--- src/rtl/vid_pkg.sv ---
// Shared definitions for the video PLL lock supervisor.
//   - vid_state_e : supervisor FSM states
//   - DEF_*       : default cycle constants for the supervisor parameters
//   - cnt_width() : width of the shared cycle counter
package vid_pkg;

  typedef enum logic [2:0] {
    RESET_PLL = 3'd0,
    WAIT_LOCK = 3'd1,
    STABLE    = 3'd2,
    RUN       = 3'd3,
    FAULT     = 3'd4
  } vid_state_e;

  localparam int DEF_RST_CYCLES     = 16;
  localparam int DEF_STABLE_CYCLES  = 4096;
  localparam int DEF_TIMEOUT_CYCLES = 65536;
  localparam int DEF_RETRY_MAX      = 3;

  // The shared counter only ever holds values up to (limit - 1). The
  // result is clamped to at least 1 bit so that all limits equal to 1
  // still yield a legal vector.
  function automatic int cnt_width(input int a, input int b, input int c);
    int m;
    m = a;
    if (b > m) m = b;
    if (c > m) m = c;
    return (m < 2) ? 1 : $clog2(m);
  endfunction

endpackage

--- src/rtl/vid_pll_ctrl_if.sv ---
// Signal bundle between the PLL lock supervisor and its surroundings
// (PLL primitive and video pipeline).
//   pll_locked    : PLL LOCK, asynchronous to the supervisor clock
//   pll_resetb    : PLL RESETB, 0 holds the PLL in reset
//   vid_rst       : video-domain reset request, active-high
//   ready         : PLL qualified and vid_rst released
//   fault         : sticky, repeated lock timeouts
//   retries       : timed-out attempts since the last successful lock
//   lock_loss_cnt : saturating count of lock losses while running
//                   (only when VID_PLL_CTRL_STATS_EN is defined)
// modport master : the supervisor; modport slave : the consumer side.
interface vid_pll_ctrl_if;

  logic       pll_locked;
  logic       pll_resetb;
  logic       vid_rst;
  logic       ready;
  logic       fault;
  logic [1:0] retries;
`ifdef VID_PLL_CTRL_STATS_EN
  logic [7:0] lock_loss_cnt;

  modport master (
    input  pll_locked,
    output pll_resetb, vid_rst, ready, fault, retries, lock_loss_cnt
  );
  modport slave (
    output pll_locked,
    input  pll_resetb, vid_rst, ready, fault, retries, lock_loss_cnt
  );
`else
  modport master (
    input  pll_locked,
    output pll_resetb, vid_rst, ready, fault, retries
  );
  modport slave (
    output pll_locked,
    input  pll_resetb, vid_rst, ready, fault, retries
  );
`endif

endinterface

--- src/rtl/sync2.sv ---
// Generic 2-flop synchroniser for a single-bit level signal.
//   clk : destination clock
//   rst : synchronous active-high reset, clears both flops
//   i_d : asynchronous input
//   o_q : synchronised output (2 cycles of latency)
module sync2 (
  input  logic clk,
  input  logic rst,
  input  logic i_d,
  output logic o_q
);

  logic r_meta;
  logic r_sync;

  always_ff @(posedge clk) begin
    if (rst) begin
      r_meta <= 1'b0;
      r_sync <= 1'b0;
    end else begin
      r_meta <= i_d;
      r_sync <= r_meta;
    end
  end

  assign o_q = r_sync;

endmodule

--- src/rtl/vid_pll_ctrl.sv ---
// Video PLL lock supervisor and reset sequencer.
// Runs on the free-running PLL reference clock, pulses the PLL reset,
// qualifies LOCK for a stable period before releasing the video reset,
// re-pulses the PLL on lock loss or timeout and latches a fault after
// RETRY_MAX consecutive timeouts.
// Ports:
//   clk : reference clock
//   rst : synchronous active-high reset
//   bus : vid_pll_ctrl_if.master (pll_locked in; pll_resetb, vid_rst,
//         ready, fault, retries and optional lock_loss_cnt out)
// Build option: define VID_PLL_CTRL_STATS_EN to include the 8-bit
// saturating lock-loss counter and its lock_loss_cnt output.
module vid_pll_ctrl
  import vid_pkg::*;
#(
  parameter int RST_CYCLES     = DEF_RST_CYCLES,
  parameter int STABLE_CYCLES  = DEF_STABLE_CYCLES,
  parameter int TIMEOUT_CYCLES = DEF_TIMEOUT_CYCLES,
  parameter int RETRY_MAX      = DEF_RETRY_MAX
) (
  input logic            clk,
  input logic            rst,
  vid_pll_ctrl_if.master bus
);

  localparam int CNT_W = cnt_width(RST_CYCLES, STABLE_CYCLES, TIMEOUT_CYCLES);
  localparam logic [CNT_W-1:0] RST_LAST    = CNT_W'(RST_CYCLES - 1);
  localparam logic [CNT_W-1:0] STABLE_LAST = CNT_W'(STABLE_CYCLES - 1);
  localparam logic [CNT_W-1:0] TO_LAST     = CNT_W'(TIMEOUT_CYCLES - 1);
  localparam logic [1:0]       RETRY_LIM   = 2'(RETRY_MAX);

  logic       w_lock_s;
  logic [1:0] w_retries_inc;

  vid_state_e       r_state;
  logic [CNT_W-1:0] r_cnt;
  logic             r_pll_resetb;
  logic             r_vid_rst;
  logic             r_ready;
  logic             r_fault;
  logic [1:0]       r_retries;

  sync2 u_lock_sync (
    .clk (clk),
    .rst (rst),
    .i_d (bus.pll_locked),
    .o_q (w_lock_s)
  );

  assign w_retries_inc = r_retries + 2'd1;

  always_ff @(posedge clk) begin
    if (rst) begin
      r_state      <= RESET_PLL;
      r_cnt        <= '0;
      r_pll_resetb <= 1'b0;
      r_vid_rst    <= 1'b1;
      r_ready      <= 1'b0;
      r_fault      <= 1'b0;
      r_retries    <= 2'd0;
    end else begin
      case (r_state)
        RESET_PLL: begin
          if (r_cnt == RST_LAST) begin
            r_state      <= WAIT_LOCK;
            r_cnt        <= '0;
            r_pll_resetb <= 1'b1;
          end else begin
            r_cnt <= r_cnt + 1'b1;
          end
        end
        WAIT_LOCK: begin
          // Lock takes priority over a timeout expiring on the same cycle.
          if (w_lock_s) begin
            r_state <= STABLE;
            r_cnt   <= '0;
          end else if (r_cnt == TO_LAST) begin
            r_retries    <= w_retries_inc;
            r_cnt        <= '0;
            r_pll_resetb <= 1'b0;
            if (w_retries_inc == RETRY_LIM) begin
              r_state <= FAULT;
              r_fault <= 1'b1;
            end else begin
              r_state <= RESET_PLL;
            end
          end else begin
            r_cnt <= r_cnt + 1'b1;
          end
        end
        STABLE: begin
          // A drop while qualifying restarts the timeout without a retry.
          if (!w_lock_s) begin
            r_state <= WAIT_LOCK;
            r_cnt   <= '0;
          end else if (r_cnt == STABLE_LAST) begin
            r_state   <= RUN;
            r_cnt     <= '0;
            r_retries <= 2'd0;
            r_vid_rst <= 1'b0;
            r_ready   <= 1'b1;
          end else begin
            r_cnt <= r_cnt + 1'b1;
          end
        end
        RUN: begin
          if (!w_lock_s) begin
            r_state      <= RESET_PLL;
            r_cnt        <= '0;
            r_pll_resetb <= 1'b0;
            r_vid_rst    <= 1'b1;
            r_ready      <= 1'b0;
          end
        end
        FAULT: begin
          // Parked until rst; outputs already hold the fault values.
        end
        default: begin
          r_state      <= RESET_PLL;
          r_cnt        <= '0;
          r_pll_resetb <= 1'b0;
          r_vid_rst    <= 1'b1;
          r_ready      <= 1'b0;
        end
      endcase
    end
  end

  assign bus.pll_resetb = r_pll_resetb;
  assign bus.vid_rst    = r_vid_rst;
  assign bus.ready      = r_ready;
  assign bus.fault      = r_fault;
  assign bus.retries    = r_retries;

`ifdef VID_PLL_CTRL_STATS_EN
  logic [7:0] r_lock_loss_cnt;

  always_ff @(posedge clk) begin
    if (rst) begin
      r_lock_loss_cnt <= 8'd0;
    end else if (r_state == RUN && !w_lock_s && r_lock_loss_cnt != 8'hFF) begin
      r_lock_loss_cnt <= r_lock_loss_cnt + 8'd1;
    end
  end

  assign bus.lock_loss_cnt = r_lock_loss_cnt;
`endif

endmodule

--- src/flat_wrapper.sv ---
// flat-port wrapper written by rule: the top's interface ports become plain ports
module vid_pll_ctrl_flat import vid_pkg::*;
#(
  parameter int RST_CYCLES     = DEF_RST_CYCLES,
  parameter int STABLE_CYCLES  = DEF_STABLE_CYCLES,
  parameter int TIMEOUT_CYCLES = DEF_TIMEOUT_CYCLES,
  parameter int RETRY_MAX      = DEF_RETRY_MAX
)
  (clk, rst, bus_pll_locked, bus_pll_resetb, bus_vid_rst, bus_ready, bus_fault, bus_retries);
  vid_pll_ctrl_if bus_i ();
  input logic clk;
  input logic rst;
  input wire logic [$bits(bus_i.pll_locked)-1:0] bus_pll_locked;
  output wire logic [$bits(bus_i.pll_resetb)-1:0] bus_pll_resetb;
  output wire logic [$bits(bus_i.vid_rst)-1:0] bus_vid_rst;
  output wire logic [$bits(bus_i.ready)-1:0] bus_ready;
  output wire logic [$bits(bus_i.fault)-1:0] bus_fault;
  output wire logic [$bits(bus_i.retries)-1:0] bus_retries;
  assign bus_i.pll_locked = bus_pll_locked;
  assign bus_pll_resetb = bus_i.pll_resetb;
  assign bus_vid_rst = bus_i.vid_rst;
  assign bus_ready = bus_i.ready;
  assign bus_fault = bus_i.fault;
  assign bus_retries = bus_i.retries;
  vid_pll_ctrl #(.RST_CYCLES(RST_CYCLES), .STABLE_CYCLES(STABLE_CYCLES), .TIMEOUT_CYCLES(TIMEOUT_CYCLES), .RETRY_MAX(RETRY_MAX)) u_core (.clk(clk), .rst(rst), .bus(bus_i));
endmodule
--- config.mk ---
export PLATFORM = sky130hd
export DESIGN_NAME = vid_pll_ctrl_flat
export DESIGN_NICKNAME = d
export VERILOG_FILES = /design/src/rtl/vid_pkg.sv /design/src/rtl/vid_pll_ctrl_if.sv /design/src/rtl/sync2.sv /design/src/rtl/vid_pll_ctrl.sv /design/src/flat_wrapper.sv
export SDC_FILE = /design/constraint.sdc
export NUM_CORES = 1
export LEC_CHECK = 0
export CORE_MARGIN = 2
export CORE_UTILIZATION = 30
export CTS_CLUSTER_SIZE = 28
export DETAILED_ROUTE_END_ITERATION = 16
export GPL_ROUTABILITY_DRIVEN = 0
export GPL_TIMING_DRIVEN = 0
export HOLD_SLACK_MARGIN = 0.06
export PLACE_DENSITY = 0.55
export SETUP_SLACK_MARGIN = 0.15
export SYNTH_ARGS = -nofsm -noshare
export SYNTH_HDL_FRONTEND = slang
export SYNTH_SLANG_ARGS = --single-unit
--- constraint.sdc ---
create_clock -name clk -period 2.1 [get_ports clk]
set_clock_uncertainty 0.15 [all_clocks]
set_input_delay 0.42 -clock clk [delete_from_list [all_inputs] [get_ports clk]]
set_output_delay 0.42 -clock clk [all_outputs]
set_load 0.02 [all_outputs]
==> qor_table.md <==
| Result | Value | Unit |
|:---|:---|:---|
| Status | finished, final reports clean | - |
| Cell area after layout | 0.002054 | mm2 |
| Top area cells in the synthesized netlist | dfxtp_1, nand2_1, a21oi_1 | - |
| Wire length of the first global-routing pass | 6.782 | mm |
| Total count of hold-check failures in the final report | 0 | - |
| Io pins | 9 | - |
| Number of cells produced by synthesis | 186 | - |
| Syn Std Cell Area | 0.001575 | mm2 |
| Final worst path period share | 94.95 | % |
| Syn-to-layout area delta | 30.42 | % |
| Initial standard-cell utilization of the core | 31.04 | % |
| CTS tree | yes | - |
| Capturing element of the worst setup path | u_core.r_cnt[4] | - |
| Number of nets still failing antenna checks after routing | 0 | - |
| Clock network fraction of total power | 19.9 | % |
| Startpoint of the lowest-slack register-to-register path | u_core.r_cnt[15] | - |
| Placement Cell Area | 0.001764 | mm2 |
| Total track usage | 14.10 | % |
| Data required time of the worst path | 2.08 | ns |
| Max-cap viol count | 0 | - |
| Post-layout utilization of the core | 40.48 | % |
| Static Leak | 0.0007110 | uW |
| Clock-pin slew on the worst setup and hold paths | 0.09 | ns |
| Number of DRC violations after detailed-routing iteration 0 | 89 | - |
| Root Buffer | clkbuf_8 | - |
| Wirelength, routed | 3.843 | mm |
| Vias after detailed routing | 1,407 | - |
| Capture point of the worst reg-to-reg path | u_core.r_cnt[4] | - |
| Min-delay worst type | reg2reg | - |
| #FFs+latches synth | 27 | - |
| Top library cells by usage in the layout, fill and taps aside | nand2_1, dfxtp_1, a21oi_1, dfxtp_2 | - |
| Primary flip-flop cell chosen by synthesis mapping | dfxtp_1 | - |
| Fraction of synthesis flops using an asynchronous set or reset pin | 0 | % |
| Routed length per instance | 13.87 | um |
| Reg power frac | 40.7 | % |
| Sink Count | 27 | - |
| Max Root-Sink Buffers | 2 | - |
| Warning count from the yosys run | 0 | - |
| Synth Area per Inst | 8.469 | um2 |
| Maximum fanout count along the critical path | 8 | - |
| Depth of the CTS H-tree | 1 | - |
| Net count of the mapped netlist | 191 | - |
| Arrival @ worst endpoint | 1.97 | ns |
| Slew @ Worst Pin | 0.6858 | ns |
| Horizontal die dimension | 76.46 | um |
| DR pass1 iterations | 5 | - |
| Proportion of synthesized chip area in sequential cells | 34.31 | % |
| Crit end category | flop | - |
| Core area | 0.005075 | mm2 |
| Worst-Skew Late Latency | 0.27 | ns |
| Height of the die | 76.46 | um |
| Slew headroom | 54.08 | % |
| Overall die area | 0.005846 | mm2 |
| Most frequent standard cell in the layout excluding fill and tap cells | nand2_1 | - |
| Leading area contributor after synthesis | dfxtp_1 | - |
| Count of inserted antenna diode cells | 0 | - |
| Number of enable-type register cells in the synthesized netlist | 0 | - |
| Number of buffers inserted during clock tree synthesis | 3 | - |
| Number of hold-repair buffers added at the cts stage | 0 | - |
| DP Wirelength | 2.623 | mm |
| Routed via count divided by cell count | 5.079 | - |
| Path depth of the worst reg2reg path | 6 | - |
| Core Rows | 26 | - |
| Final-report setup violation count | 0 | - |
| Worst Setup SP | u_core.r_cnt[15] | - |
| Final period demand of the worst path | 1.994 | ns |
| Final layout net count | 213 | - |
| Final Slew Violations | 0 | - |
| Setup slack, reg-to-reg | 0.11 | ns |
| Maximum VDD drop | 502.4 | uV |
| Port-buffer cells | 8 | - |
| Proportion of layout cells with a drive suffix above 1 | 33.33 | % |
| Relative contribution of combinational cells to total power | 39.4 | % |
| Unrepaired setup endpoints after global routing | yes | - |
| Critical path type | reg2reg | - |
| Vias in the first global route | 1,331 | - |
| Switching Power | 527.8 | uW |
| Pin count of the biggest net entering global routing | 15 | - |
| Switching share of total power | 35.24 | % |
| Share of Yosys cell area claimed by the top area cell type | 34.31 | % |
| Number of unique standard cell types used by synthesis | 55 | - |
| Kind of start point of the critical path | flop | - |
| Setup TNS after final layout | 0 | ns |
| Number of antenna violations at the first check in global routing | 0 | - |
| F_max | 501.5 | MHz |
| Cell internal power dissipation | 969.8 | uW |
| Power Dens Cells | 728.9 | mW/mm2 |
| Remaining global-route overflow | 0 | - |
| Remaining DRCs | 0 | - |
-- layout make-up --
class                   instances  area [um2]
clock buffers                   4       45.04
multi-input cells             145        1090
plain buffers                   9       97.59
flip-flops and latches         27       560.5
fillers                       546        3020
well taps                      70       87.58
inverters                       5       18.77
repair buffers                 17       155.1
-- metal layers --
| metal | global-route usage, % | routed length, um | part of all wire [%] |
|---|---|---|---|
| met2 | 21.95 | 1806 | 47 |
| met4 | 1.636 | 15 | 0.39 |
| met1 | 20.70 | 1910 | 50 |
| met5 | 0 | 0 | 0 |
| met3 | 2.844 | 111 | 2.9 |
-- flip-flops by register name (all words and copies together) (netlist names) --
signal	count
u_core.bus.ready	1
u_core.bus.fault	1
u_core.bus.pll_resetb	1
u_core.r_cnt	16
u_core.r_state	3
u_core.u_lock_sync.r_meta	1
u_core.bus.vid_rst	1
u_core.bus.retries	2
u_core.u_lock_sync.o_q	1
-- power by group through the flow --
stage | Clock [uW] | Sequential [uW] | Combinational [uW]
floorplan | 0 | 611 | 329
global placement | 0 | 608 | 445
detailed placement | 0 | 610 | 448
CTS | 315 | 607 | 537
global route | 333 | 620 | 649
finish | 297 | 610 | 590
-- cell usage after synthesis, drive strengths merged (2+ instances only) --
library cell,number
and3,4
dfxtp,27
nor3b,4
or3,2
o21ai,12
or4,3
o2111ai,2
clkbuf,5
o211ai,5
nand3,8
nor3,9
nor2b,3
ha,2
a21oi,13
nand2,19
xor2,3
and4,2
o22ai,6
and2,7
nor4,5
inv,5
buf,3
or2,2
nand2b,3
nor2,8
and2b,2
nand4,7
-- through the flow --
step / hold WS (ns) / std cells / worst slack [ns] / power, uW
6_report: 0.2981 / 277 / 0.1060 / 1498
4_1_cts: 0.3035 / 275 / 0.1083 / 1460
3_3_place_gp: 0.2677 / 264 / -0.2123 / 1053
3_5_place_dp: 0.2805 / 264 / -0.1840 / 1058
5_1_grt: 0.3122 / 277 / -0.004931 / 1602
2_1_floorplan: 0.2638 / 186 / 0.1924 / 940.8
-- worst max-delay path: stages, from the launching register on --
cell       delay, ns
dfxtp_4         0.37
or4_4           0.54
nor4_4          0.20
o2bb2ai_4       0.17
buf_6           0.17
o22ai_2         0.15
a21oi_1         0.09
-- worst min path at each step --
stage | from | to | slack [ns] | cells past startpoint
2_1_floorplan | u_core.u_lock_sync.r_meta | u_core.u_lock_sync.o_q | 0.26 | 1
3_3_place_gp | u_core.u_lock_sync.r_meta | u_core.u_lock_sync.o_q | 0.27 | 1
3_5_place_dp | u_core.u_lock_sync.r_meta | u_core.u_lock_sync.o_q | 0.28 | 1
4_1_cts | u_core.u_lock_sync.r_meta | u_core.u_lock_sync.o_q | 0.30 | 1
5_1_grt | u_core.u_lock_sync.r_meta | u_core.u_lock_sync.o_q | 0.31 | 1
6_report | u_core.bus.fault | u_core.bus.fault | 0.30 | 2
-- cells by family after synthesis --
family	share of synthesized area, %
compound gates	19.46
xor+xnor	2.224
fa+ha+maj	1.588
buf+inv	7.069
flops	34.31
simple gates	35.35
-- what timing repair did --
action,CTS,global route
resized for setup,27,24
pin swaps,8,16
endpoints found under the setup margin,22,22
cloned,1,0
setup buffers,6,2
No activity file was read; power rests on OpenSTA's default activity.
